<file path="src/rtl/td4n.sv">
// td4n -- minimal 4-bit-style accumulator core with two data registers.
//
// One instruction retires per enabled clock edge. The program ROM is
// external and asynchronous: the core presents the program counter on
// iaddr and expects the matching instruction on idata in the same cycle.
//
// Parameters
//   DW  data / register / immediate width (DW >= 4)
//   AW  program address width (AW <= DW)
//
// Ports
//   clk      single clock, all state changes on its rising edge
//   rst      synchronous active-high reset
//   en       execute enable; an instruction retires only when en=1
//   iaddr    program counter, drives the external ROM address
//   idata    instruction word {op[3:0], im[DW-1:0]}
//   inp      input port, sampled by IN A / IN B
//   outp     registered output port, written by OUT B / OUT im
//   out_stb  one-cycle strobe following an edge that wrote outp
//   halted   high while the core is stopped by HLT
//   carry    registered carry flag
module td4n #(
  parameter int DW = 4,
  parameter int AW = 4
) (
  input  logic          clk,
  input  logic          rst,
  input  logic          en,
  output logic [AW-1:0] iaddr,
  input  logic [DW+3:0] idata,
  input  logic [DW-1:0] inp,
  output logic [DW-1:0] outp,
  output logic          out_stb,
  output logic          halted,
  output logic          carry
);

  // Opcode map. Anything not listed here (1000, 1010, 1101) is a NOP.
  localparam logic [3:0] OP_ADD_A = 4'b0000;
  localparam logic [3:0] OP_MOV_AB = 4'b0001;
  localparam logic [3:0] OP_IN_A  = 4'b0010;
  localparam logic [3:0] OP_MOV_A = 4'b0011;
  localparam logic [3:0] OP_MOV_BA = 4'b0100;
  localparam logic [3:0] OP_ADD_B = 4'b0101;
  localparam logic [3:0] OP_IN_B  = 4'b0110;
  localparam logic [3:0] OP_MOV_B = 4'b0111;
  localparam logic [3:0] OP_OUT_B = 4'b1001;
  localparam logic [3:0] OP_OUT_I = 4'b1011;
  localparam logic [3:0] OP_HLT   = 4'b1100;
  localparam logic [3:0] OP_JNC   = 4'b1110;
  localparam logic [3:0] OP_JMP   = 4'b1111;

  logic [DW-1:0] a;
  logic [DW-1:0] b;
  logic [AW-1:0] pc;

  logic [3:0]    op;
  logic [DW-1:0] im;
  logic [DW:0]   sum_a;
  logic [DW:0]   sum_b;

  // Unsigned add returning {carry_out, sum} so the wrap and the carry come
  // from the same expression.
  function automatic logic [DW:0] add_c(input logic [DW-1:0] x,
                                        input logic [DW-1:0] y);
    add_c = {1'b0, x} + {1'b0, y};
  endfunction

  // Sequential successor of the PC; wraps from 2^AW-1 to 0 naturally.
  function automatic logic [AW-1:0] pc_next(input logic [AW-1:0] p);
    pc_next = p + AW'(1);
  endfunction

  assign op    = idata[DW+3:DW];
  assign im    = idata[DW-1:0];
  assign sum_a = add_c(a, im);
  assign sum_b = add_c(b, im);
  assign iaddr = pc;

  always_ff @(posedge clk) begin
    if (rst) begin
      a       <= '0;
      b       <= '0;
      pc      <= '0;
      carry   <= 1'b0;
      outp    <= '0;
      out_stb <= 1'b0;
      halted  <= 1'b0;
    end else begin
      // The strobe is high only for the cycle after an OUT retires.
      out_stb <= 1'b0;
      if (en && !halted) begin
        // Defaults for a retiring instruction: advance and clear carry.
        // ADD overrides carry, jumps and HLT override the PC.
        carry <= 1'b0;
        pc    <= pc_next(pc);
        case (op)
          OP_ADD_A: begin
            a     <= sum_a[DW-1:0];
            carry <= sum_a[DW];
          end
          OP_ADD_B: begin
            b     <= sum_b[DW-1:0];
            carry <= sum_b[DW];
          end
          OP_MOV_A:  a <= im;
          OP_MOV_B:  b <= im;
          OP_MOV_AB: a <= b;
          OP_MOV_BA: b <= a;
          OP_IN_A:   a <= inp;
          OP_IN_B:   b <= inp;
          OP_OUT_B: begin
            outp    <= b;
            out_stb <= 1'b1;
          end
          OP_OUT_I: begin
            outp    <= im;
            out_stb <= 1'b1;
          end
          OP_JMP: pc <= im[AW-1:0];
          // The condition uses the carry left by the previous instruction;
          // the nonblocking clear above does not affect this read.
          OP_JNC: if (!carry) pc <= im[AW-1:0];
          // HLT parks the PC on its own address so a later reset is the
          // only way out.
          OP_HLT: begin
            pc     <= pc;
            halted <= 1'b1;
          end
          default: ;
        endcase
      end
    end
  end

endmodule

</file>
<file path="config.mk">
export PLATFORM = sky130hd
export DESIGN_NAME = td4n
export DESIGN_NICKNAME = d
export VERILOG_FILES = /design/src/rtl/td4n.sv
export SDC_FILE = /design/constraint.sdc
export NUM_CORES = 1
export LEC_CHECK = 0
export ABC_AREA = 1
export CELL_PAD_IN_SITES_DETAIL_PLACEMENT = 1
export CELL_PAD_IN_SITES_GLOBAL_PLACEMENT = 2
export CORE_ASPECT_RATIO = 1.25
export CORE_MARGIN = 1.5
export CORE_UTILIZATION = 29
export DETAILED_ROUTE_END_ITERATION = 8
export GPL_TIMING_DRIVEN = 0
export MAX_ROUTING_LAYER = met4
export PLACE_DENSITY = 0.87
export SLEW_MARGIN = 10
export SYNTH_ARGS = -nofsm -noshare
export SYNTH_HDL_FRONTEND = slang
export SYNTH_SLANG_ARGS = --single-unit
</file>
<file path="constraint.sdc">
create_clock -name clk -period 3.85 [get_ports clk]
set_clock_uncertainty 0.05 [all_clocks]
set_input_delay 0.5775 -clock clk [delete_from_list [all_inputs] [get_ports clk]]
set_output_delay 0.5775 -clock clk [all_outputs]
set_load 0.1 [all_outputs]
</file>
==> metrics.yaml <==
clock_tree:
  ctsHoldBuffers: 0
  cts.sinks: 19
  cts-root-buf: "clkbuf_8"
  clockBufferDepth: 2
  clkSlewWorstSetupHoldPaths_ns: 0.08
  cts_buffers: 3
  cts-resized-gates: 0
  post_cts_buffers: 0
  insertion_delay_ns: 0.27
  cts_tree: "done"
  cts-htree-levels: 1
global_route:
  overflow: 0
  grt_usage_pct: 19.0
  grt_max_degree: 12
  grt_pass1_vias: 1505
  antenna_found_initial: 0
  grt_pass1_wl_mm: 7.16
worst_setup_path:
  cp-end-kind: "output port"
  max_stage_delay_ns: 1.16
  critPathMaxFanout: 5
  cp_top_family: "buffers and inverters"
  worst-setup-path-type: "reg -> out"
  critPathArrivalTime_ns: 1.83
  crit_chain: "clkdlybuf4s50_1"
  startpoint_type: "flop"
  slowest_stage: "clkdlybuf4s50_1"
  path_buf_inv: 1
  required_ns: 3.22
synthesis:
  yosysWarnings: 0
  synth_cell_types: 23
  avgSynthCellArea_um2: 6.42
  netlist_area_um2: 1350
  synth-seq-area-share_pct: 28.2
  ys_seq_elements: 19
  synthCells: 210
  syn_nets: 236
floorplan:
  rows: 27
  chipWidth_um: 64
  initial_utilization_pct: 30.5
  die-area_um2: 5070
  core_area_um2: 4430
  pin_count: 26
  die_h_um: 79.3
layout:
  final_util_pct: 38.8
  syn2layout_area_growth_pct: 27.4
  n_antenna_cell: 0
  register_area_um2: 380
  layout.nets: 266
  n_fill_cell: 583
  multiInputGateArea_um2: 845
  drive_gt1_share_pct: 4.18
route:
  wl_per_cell_um: 14.2
  wirelength_mm: 4.23
  dr.pass1.iters: 4
  drc: 0
  drtIter0Drc: 47
  drtAntennaViolNets: 0
  viasPerCell: 4.98
  routed-via-count: 1480
timing:
  rsz0062_at_grt: "no"
  min_period_ns: 2.46
  drv_slew: 0
  fin_tns_setup_ns: 0
  finalSetupViolations: 0
  fmax_mhz: 407
  hold_viol_final: 0
  worstMarginPinSlew_ns: 0.982
  slew_headroom_pct: 34.3
  finalCritPeriodShare_pct: 63.9
placed_design:
  hpwl_mm: 3.42
  portBuffers: 25
  gp_congestion: 0.870
power:
  p_per_area_nw_per_um2: 298
  ir_worst_vdd_mv: 0.0837
  total_leakage_power_nw: 0.773
hold_path:
  hold_class: "reg -> reg"
run_status:
  run_status: "completed"
job:
  max_cap_viol_count: 0
==> worst paths after layout <==
kind	to	from	slack, ns	cells after the start
worst max-delay path	iaddr[0]	iaddr[0]	1.39	1
worst min-delay path	halted	halted	0.43	2
worst max register to register	carry	b[0]	2.05	10
worst min register to register	halted	halted	0.43	2
==> sequential cells by signal, summed over array words and instances (netlist names) <==
register	count
b	4
carry	1
halted	1
outp	4
a	4
out_stb	1
iaddr	4
==> synth_stat cells (all sizes together) <==
library cell	n	area, um^2
nand2	52	198
a41oi	1	8.76
nor2	21	91.3
a31oi	1	6.26
fa	2	40.0
clkbuf	1	3.75
o21ai	19	98.9
o21a	1	7.51
ha	9	113
nor3	2	10.0
xor2	2	17.5
a21oi	19	95.1
nand3	20	100
dfxtp	19	380
o22ai	4	25.0
nand4	3	18.8
inv	32	120
o211ai	2	15.0
==> stage by stage <==
stage | instances | instance area, um^2 | hold slack, ns | total power, mW | worst slack [ns]
after global placement | 293 | 1670 | 0.413 | 0.368 | 1.22
after global routing | 297 | 1720 | 0.461 | 0.541 | 1.33
after floorplan | 210 | 1350 | 0.412 | 0.315 | 1.94
after CTS | 297 | 1720 | 0.437 | 0.518 | 1.37
after detailed placement | 293 | 1670 | 0.426 | 0.368 | 1.22
final | 297 | 1720 | 0.431 | 0.512 | 1.39
==> per-layer routing <==
metal  global-route usage, %  wire [um]
met1                    23.2       1970
met2                    31.9       2050
met3                    1.70         86
met4                    8.04        119
met5                       -          0
==> power by group <==
part | internal [mW] | switching, mW
clock network | 0.0723 | 0.0770
logic | 0.0478 | 0.101
registers | 0.205 | 0.00925
total | 0.325 | 0.187
==> cell families (layout without fill, tap and decap cells) <==
family          count (synthesis)  after routing  synth area share [%]
xor+xnor                        2              2                  1.30
flops                          19             19                  28.2
buf+inv                        33             62                  9.18
fa+ha+maj                      11             11                  11.3
compound gates                 47             47                  19.0
simple gates                   98             98                  31.0
==> layout make-up <==
| type | instances | area share, % |
|---|---|---|
| multi-input combinational | 158 | 49.2 |
| sequential | 19 | 22.1 |
| timing repair buffer | 25 | 14.6 |
| tap | 58 | 4.22 |
| inverter | 32 | 6.99 |
| buffer | 1 | 0.218 |
| clock inverter | 1 | 0.291 |
| clock buffer | 3 | 2.40 |
==> placed cells by master, fill, tap and decap left out <==
master and count:
a21oi_1 19, a31oi_1 1, a41oi_1 1, clkbuf_1 1, clkbuf_8 3, clkdlybuf4s50_1 25, clkinv_2 1, dfxtp_1 19
fa_1 2, ha_1 9, inv_1 31, inv_2 1, nand2_1 51, nand2_2 1, nand3_1 20, nand4_1 3
nor2_1 18, nor2_2 2, nor2_4 1, nor3_1 2, o211ai_1 2, o21a_1 1, o21ai_0 18, o21ai_2 1
o22ai_1 4, xor2_1 2
No activity file was read; power rests on OpenSTA's default activity.
